## config.mk

```make
export PLATFORM = sky130hd
export DESIGN_NAME = ifetch_axi_master_flat
export DESIGN_NICKNAME = d
export VERILOG_FILES = /design/src/rtl/ifetch_axi_master_pkg.sv /design/src/rtl/axi_read_if.sv /design/src/rtl/ifetch_axi_master.sv /design/src/flat_wrapper.sv
export SDC_FILE = /design/constraint.sdc
export NUM_CORES = 1
export LEC_CHECK = 0
export CORE_UTILIZATION = 53
export CTS_BUF_LIST = sky130_fd_sc_hd__clkbuf_2 sky130_fd_sc_hd__clkbuf_4 sky130_fd_sc_hd__clkbuf_8
export CTS_CLUSTER_DIAMETER = 120
export DETAILED_ROUTE_END_ITERATION = 10
export PLACE_DENSITY = 0.89
export SETUP_SLACK_MARGIN = 0.1
export SLEW_MARGIN = 30
export SYNTH_ARGS = -nofsm -noshare
export SYNTH_HDL_FRONTEND = slang
export SYNTH_SLANG_ARGS = --single-unit
```

## constraint.sdc

```tcl
create_clock -name clk -period 8.94 [get_ports clk]
set_input_delay 1.788 -clock clk [delete_from_list [all_inputs] [get_ports clk]]
set_output_delay 1.788 -clock clk [all_outputs]
set_load 0.005 [all_outputs]
```

## src/rtl/ifetch_axi_master_pkg.sv

```systemverilog
// Shared definitions for the instruction-fetch AXI read initiator:
// response codes, burst limit and the fetch FSM state encoding.
package ifetch_axi_master_pkg;

  localparam int AXI_RMAX_BEATS = 8;

  localparam logic [1:0] AXI_RESP_OKAY   = 2'b00;
  localparam logic [1:0] AXI_RESP_EXOKAY = 2'b01;
  localparam logic [1:0] AXI_RESP_SLVERR = 2'b10;
  localparam logic [1:0] AXI_RESP_DECERR = 2'b11;

  typedef enum logic [1:0] {
    IDLE = 2'd0,
    AR   = 2'd1,
    R    = 2'd2,
    RESP = 2'd3
  } ifetch_axi_state_t;

endpackage

```

## src/rtl/axi_read_if.sv

```systemverilog
// AXI read-channel subset shared by the fetch initiator and the instruction-memory responder.
interface axi_read_if #(
  parameter int ADDR_WIDTH = 32,
  parameter int DATA_WIDTH = 32
);
  logic [ADDR_WIDTH-1:0] araddr;
  logic [7:0]            arlen;
  logic                  arvalid;
  logic                  arready;
  logic [DATA_WIDTH-1:0] rdata;
  logic [1:0]            rresp;
  logic                  rvalid;
  logic                  rready;
  logic                  rlast;

  modport master (
    output araddr, arlen, arvalid, rready,
    input  arready, rdata, rresp, rvalid, rlast
  );

  modport slave (
    input  araddr, arlen, arvalid, rready,
    output arready, rdata, rresp, rvalid, rlast
  );
endinterface

```

## src/rtl/ifetch_axi_master.sv

```systemverilog
// Turns one line-fetch request into a single AXI read burst and returns the beats as one line.
// One transaction in flight; flush cancels the line but never withdraws or truncates the AXI burst.
module ifetch_axi_master
  import ifetch_axi_master_pkg::*;
#(
  parameter int ADDR_WIDTH = 32,
  parameter int MAX_BEATS  = AXI_RMAX_BEATS,
  parameter int LEN_W      = $clog2(MAX_BEATS)
) (
  input  logic                    clk,
  input  logic                    rst,
  input  logic                    req_valid,
  output logic                    req_ready,
  input  logic [ADDR_WIDTH-1:0]   req_addr,
  input  logic [LEN_W-1:0]        req_len,
  input  logic                    flush,
  output logic                    resp_valid,
  input  logic                    resp_ready,
  output logic [MAX_BEATS*32-1:0] resp_data,
  output logic                    resp_err,
  output logic [1:0]              dbg_state,
  axi_read_if.master              axi_if
);

  localparam int AXLEN_W = 8;
  localparam int CNT_W   = LEN_W + 1;

  // Handshakes: a transfer happens on a rising edge where valid && ready are both high;
  // once raised, a valid (and its payload) is held until that edge.
  ifetch_axi_state_t     state;
  logic                  arvalid_q;
  logic                  rready_q;
  logic [ADDR_WIDTH-1:0] araddr_q;
  logic [AXLEN_W-1:0]    arlen_q;
  logic [CNT_W-1:0]      beat_cnt;
  logic [AXLEN_W-1:0]    beat_cnt_ext;
  logic                  beat_in_range;
  logic                  cancelled;
  logic [31:0]           line_q [MAX_BEATS];
  logic                  unused_addr_lsbs;

  assign axi_if.araddr  = araddr_q;
  assign axi_if.arlen   = arlen_q;
  assign axi_if.arvalid = arvalid_q;
  assign axi_if.rready  = rready_q;

  assign dbg_state        = state;
  assign beat_cnt_ext     = AXLEN_W'(beat_cnt);
  assign beat_in_range    = (beat_cnt_ext <= arlen_q);
  assign unused_addr_lsbs = ^req_addr[1:0];

  for (genvar g = 0; g < MAX_BEATS; g++) begin : g_line
    assign resp_data[g*32 +: 32] = line_q[g];
  end

  always_ff @(posedge clk) begin
    if (rst) begin
      state      <= IDLE;
      req_ready  <= 1'b1;
      arvalid_q  <= 1'b0;
      rready_q   <= 1'b0;
      resp_valid <= 1'b0;
      araddr_q   <= '0;
      arlen_q    <= '0;
      beat_cnt   <= '0;
      resp_err   <= 1'b0;
      cancelled  <= 1'b0;
      for (int i = 0; i < MAX_BEATS; i++) line_q[i] <= '0;
    end else begin
      unique case (state)
        IDLE: begin
          if (req_valid) begin
            araddr_q  <= {req_addr[ADDR_WIDTH-1:2], 2'b00};
            arlen_q   <= AXLEN_W'(req_len);
            beat_cnt  <= '0;
            resp_err  <= 1'b0;
            cancelled <= 1'b0;
            for (int i = 0; i < MAX_BEATS; i++) line_q[i] <= '0;
            req_ready <= 1'b0;
            arvalid_q <= 1'b1;
            state     <= AR;
          end
        end
        AR: begin
          if (flush) cancelled <= 1'b1;
          if (axi_if.arready) begin
            arvalid_q <= 1'b0;
            rready_q  <= 1'b1;
            state     <= R;
          end
        end
        R: begin
          if (flush) cancelled <= 1'b1;
          if (axi_if.rvalid && rready_q) begin
            // Beats past arlen are dropped; the counter saturates so it can never wrap back in range.
            if (beat_in_range) line_q[beat_cnt[LEN_W-1:0]] <= axi_if.rdata;
            else               resp_err <= 1'b1;
            if (axi_if.rresp != AXI_RESP_OKAY) resp_err <= 1'b1;
            if (axi_if.rlast && (beat_cnt_ext != arlen_q)) resp_err <= 1'b1;
            if (beat_cnt != CNT_W'(MAX_BEATS)) beat_cnt <= beat_cnt + 1'b1;
            if (axi_if.rlast) begin
              rready_q <= 1'b0;
              if (cancelled || flush) begin
                cancelled <= 1'b0;
                req_ready <= 1'b1;
                state     <= IDLE;
              end else begin
                resp_valid <= 1'b1;
                state      <= RESP;
              end
            end
          end
        end
        RESP: begin
          if (flush || resp_ready) begin
            resp_valid <= 1'b0;
            req_ready  <= 1'b1;
            state      <= IDLE;
          end
        end
        default: state <= IDLE;
      endcase
    end
  end

endmodule

```

## src/flat_wrapper.sv

```systemverilog
// flat-port wrapper written by rule: the top's interface ports become plain ports
module ifetch_axi_master_flat import ifetch_axi_master_pkg::*;
#(
  parameter int ADDR_WIDTH = 32,
  parameter int MAX_BEATS  = AXI_RMAX_BEATS,
  parameter int LEN_W      = $clog2(MAX_BEATS)
)
  (clk, rst, req_valid, req_ready, req_addr, req_len, flush, resp_valid, resp_ready, resp_data, resp_err, dbg_state, axi_if_araddr, axi_if_arlen, axi_if_arvalid, axi_if_rready, axi_if_arready, axi_if_rdata, axi_if_rresp, axi_if_rvalid, axi_if_rlast);
  axi_read_if #(.ADDR_WIDTH(ADDR_WIDTH)) axi_if_i ();
  input  logic clk;
  input  logic rst;
  input  logic req_valid;
  output logic req_ready;
  input  logic [ADDR_WIDTH-1:0] req_addr;
  input  logic [LEN_W-1:0] req_len;
  input  logic flush;
  output logic resp_valid;
  input  logic resp_ready;
  output logic [MAX_BEATS*32-1:0] resp_data;
  output logic resp_err;
  output logic [1:0] dbg_state;
  output wire logic [$bits(axi_if_i.araddr)-1:0] axi_if_araddr;
  output wire logic [$bits(axi_if_i.arlen)-1:0] axi_if_arlen;
  output wire logic [$bits(axi_if_i.arvalid)-1:0] axi_if_arvalid;
  output wire logic [$bits(axi_if_i.rready)-1:0] axi_if_rready;
  input wire logic [$bits(axi_if_i.arready)-1:0] axi_if_arready;
  input wire logic [$bits(axi_if_i.rdata)-1:0] axi_if_rdata;
  input wire logic [$bits(axi_if_i.rresp)-1:0] axi_if_rresp;
  input wire logic [$bits(axi_if_i.rvalid)-1:0] axi_if_rvalid;
  input wire logic [$bits(axi_if_i.rlast)-1:0] axi_if_rlast;
  assign axi_if_araddr = axi_if_i.araddr;
  assign axi_if_arlen = axi_if_i.arlen;
  assign axi_if_arvalid = axi_if_i.arvalid;
  assign axi_if_rready = axi_if_i.rready;
  assign axi_if_i.arready = axi_if_arready;
  assign axi_if_i.rdata = axi_if_rdata;
  assign axi_if_i.rresp = axi_if_rresp;
  assign axi_if_i.rvalid = axi_if_rvalid;
  assign axi_if_i.rlast = axi_if_rlast;
  ifetch_axi_master #(.ADDR_WIDTH(ADDR_WIDTH), .MAX_BEATS(MAX_BEATS), .LEN_W(LEN_W)) u_core (.clk(clk), .rst(rst), .req_valid(req_valid), .req_ready(req_ready), .req_addr(req_addr), .req_len(req_len), .flush(flush), .resp_valid(resp_valid), .resp_ready(resp_ready), .resp_data(resp_data), .resp_err(resp_err), .dbg_state(dbg_state), .axi_if(axi_if_i));
endmodule
```

==> metrics <==
Final Skew 24.95 ps; Post-CTS Resized 0; top cell types by occurrence after synthesis edfxtp_1, nor4_1, nor4_2; final core utilization around three quarters; main combinational cell family by area after synthesis simple AND/OR/NAND/NOR gates; row cnt 56; Die Ht roughly 160 um; data arrival time of the critical path 4390 ps; VDD IR max between 200 and 250 uV; Layout fillers 1397; Ys Warns 0; register clock-pin slew on the reported worst setup and hold paths ~60 ps; Ports 380; via count about 9400; WHS ~460 ps; Clk pwr share approximately 26%; initial antenna violation count 0; Final Hold Viols 0; hold wc startpoint u_core.axi_if.araddr[22]; IO Port Bufs 370; TNS Setup 0 ps; Layout Nets 1324; drt via density 5.913; status complete, no violations; crit path from axi_if_rvalid; post-synthesis sequential area ratio 67.89%; xor and xnor area share after synthesis 0.1385%; Post-Synth Simple-Gate Area 21.88%; # diodes 0; Post-synth EDFFs ~260; post-DR wirelength/cell 23.50 um; clk buf depth 3; #FFs+latches synth 301; clock sink count around 300; Root Driver clkbuf_8; Worst Path Max Fanout 86; Setup Fix Bufs, Post-CTS 0; 1st-iter DRT viols between 700 and 800; drt pass-1 iters 4; post-synth top area share 60.77%; P&R area growth vs syn 36.82%; TritonCTS Buffers 47; Final Non-Filler Cells approximately 1600; post-route DRC violation count 0; count leader, synth edfxtp_1; number of global-route vias before repair roughly 9300; Area contributors post-synth edfxtp_1, nor4_2, dfxtp_1; hpwl dp 23680 um; Synth async-reset ratio 0%; dpl cells 1505; adder-cell share of the synthesized area 1.088%; final slew viol count 0; Core ar. 23470 um2; first-pass GRT wire length ~55000 um; Internal slightly below 0.003 W; CP endpoint kind flop; area leader, netlist edfxtp_1; gr ovfl total 0; mux contribution to synthesized area 0.1682%; post-synthesis compound-gate area fraction 3.076%; RR Startpoint u_core.beat_cnt[1]; slew at the pin with the worst max-slew slack 962.5 ps; H-tree levels 2; switching share of power 32.51%; cells after synthesis approximately 930; switching pwr 0.001402 W; Fmax achieved 239.4 MHz; GRT Total Usage approximately 30%; drt total wl 37340 um; final setup vio count 0; LEAKAGE 5.620 nW; largest net degree at the start of global routing a little under 100; CP Class input port to flop; Routed Antenna Nets 0; RSZ-0062 raised after global routing false; post-synth cell types 46; crit share post-route a little under half; Hold WC Path Type flop to flop; Power Density 249.2 nW/um2; mapped cell area 12650 um2; Die ar. between 20000 and 25000 um2; routability congestion estimate 0.7975; CTS tree done; die width 156.5 um; share of layout cells above drive strength 1 15.59%; Reg power frac a little over two fifths; Worst-Skew Late Latency 560 ps; power share of the combinational group between 30% and 40%; minimum clock period 4178 ps; MaxCap Viol Count 0; initial core utilization 53.89%; hold_buf cts 0; Startpoint Class input port; top_reg_cell synth edfxtp_1; Slew HR a little over a third; syn_area_per_cell 13.62 um2; CP required approximately 9200 ps
[worst max-delay path, cell delays in order]
cell	delay (ps)
clkdlybuf4s50_1	550
nand3_4	320
buf_6	440
o31ai_4	810
buf_4	420
[per-layer routing]
layer  share of wire, %  vias to the layer above  routed length (um)  GRT usage, %
met5                  0                        -                   0             0
li1                   -                     4144                   -             -
met2                 50                      588               18600         51.47
met4                3.5                        0                1289         12.46
met1                 37                     4579               13710         36.44
met3                 10                       85                3737         7.560
[state kept, by name (all words and copies together) (netlist names)]
signal	count
u_core.axi_if.araddr	30
u_core.cancelled	1
u_core.axi_if.rready	1
u_core.req_ready	1
u_core.beat_cnt	4
u_core.axi_if.arlen	3
u_core.line_q	256
u_core.axi_if.arvalid	1
u_core.dbg_state	2
u_core.resp_valid	1
u_core.resp_err	1
[power by group through the flow]
| stage | Clock, W | Combinational (W) | Sequential (W) |
|---|---|---|---|
| 6_report | 0.00111 | 0.00130 | 0.00190 |
| 5_1_grt | 0.00118 | 0.00139 | 0.00192 |
| 4_1_cts | 0.00112 | 0.00128 | 0.00190 |
| 3_5_place_dp | 0 | 0.00128 | 0.00193 |
| 3_3_place_gp | 0 | 0.00123 | 0.00192 |
| 2_1_floorplan | 0 | 0.000583 | 0.00195 |
[cell type report]
type / count / area [um2] / area share (%)
clock buffers: 58 / 735.7 / 4.251
multi-input cells: 488 / 3513 / 20.30
well taps: 319 / 399.1 / 2.306
repair buffers: 388 / 3889 / 22.47
flip-flops and latches: 301 / 8588 / 49.62
inverters: 10 / 37.54 / 0.2169
clock inverters: 25 / 143.9 / 0.8314
[cells in the final DEF, fill, tap and decap left out, types with 2 or more instances in the layout]
cell type          n
a21oi_1           41
o21bai_1           2
nor4_1           105
nor2b_1            5
nand3_2            2
or3_4              2
o21ai_0            2
clkinv_1          12
a31oi_1            2
nor4_2            87
nor2_1            11
inv_2              2
o31ai_4            6
clkinv_2          10
xnor2_1            2
clkdlybuf4s50_1  369
nand2b_1          34
edfxtp_1         256
buf_16             2
clkbuf_8          48
nand2_1           70
buf_6              4
inv_1              8
nor3_1            65
buf_4             12
nand3_1            3
clkbuf_4          10
o211ai_1           2
ha_1              11
dfxtp_1           45
and4b_1            4
o21ai_4            2
or3_2              2
conb_1             7
[cell families (layout without fill, tap and decap cells)]
| group | Yosys count | in the layout |
|---|---|---|
| buf+inv | 146 | 481 |
| compound gates | 67 | 67 |
| fa+ha+maj | 11 | 11 |
| simple gates | 399 | 399 |
| flops | 301 | 301 |
| xor+xnor | 2 | 2 |
| other cells | 1 | 7 |
| mux | 2 | 2 |
[metrics by stage]
step | power [W] | area, um2 | setup slack, ps
after floorplan | 0.002537 | 12670 | 3719
after global placement | 0.003153 | 16350 | 4058
after detailed placement | 0.003205 | 16400 | 4164
after CTS | 0.004302 | 17280 | 4759
after global routing | 0.004484 | 17310 | 4660
final | 0.004314 | 17310 | 4762
[final timing paths]
check,endpoint,slack (ps),cells after the start
max,u_core.line_q[2][9],4760,5
min,u_core.axi_if.araddr[22],460,2
max reg2reg,u_core.line_q[1][31],5320,9
min reg2reg,u_core.axi_if.araddr[22],460,2
(Power assumes the default switching activity.)
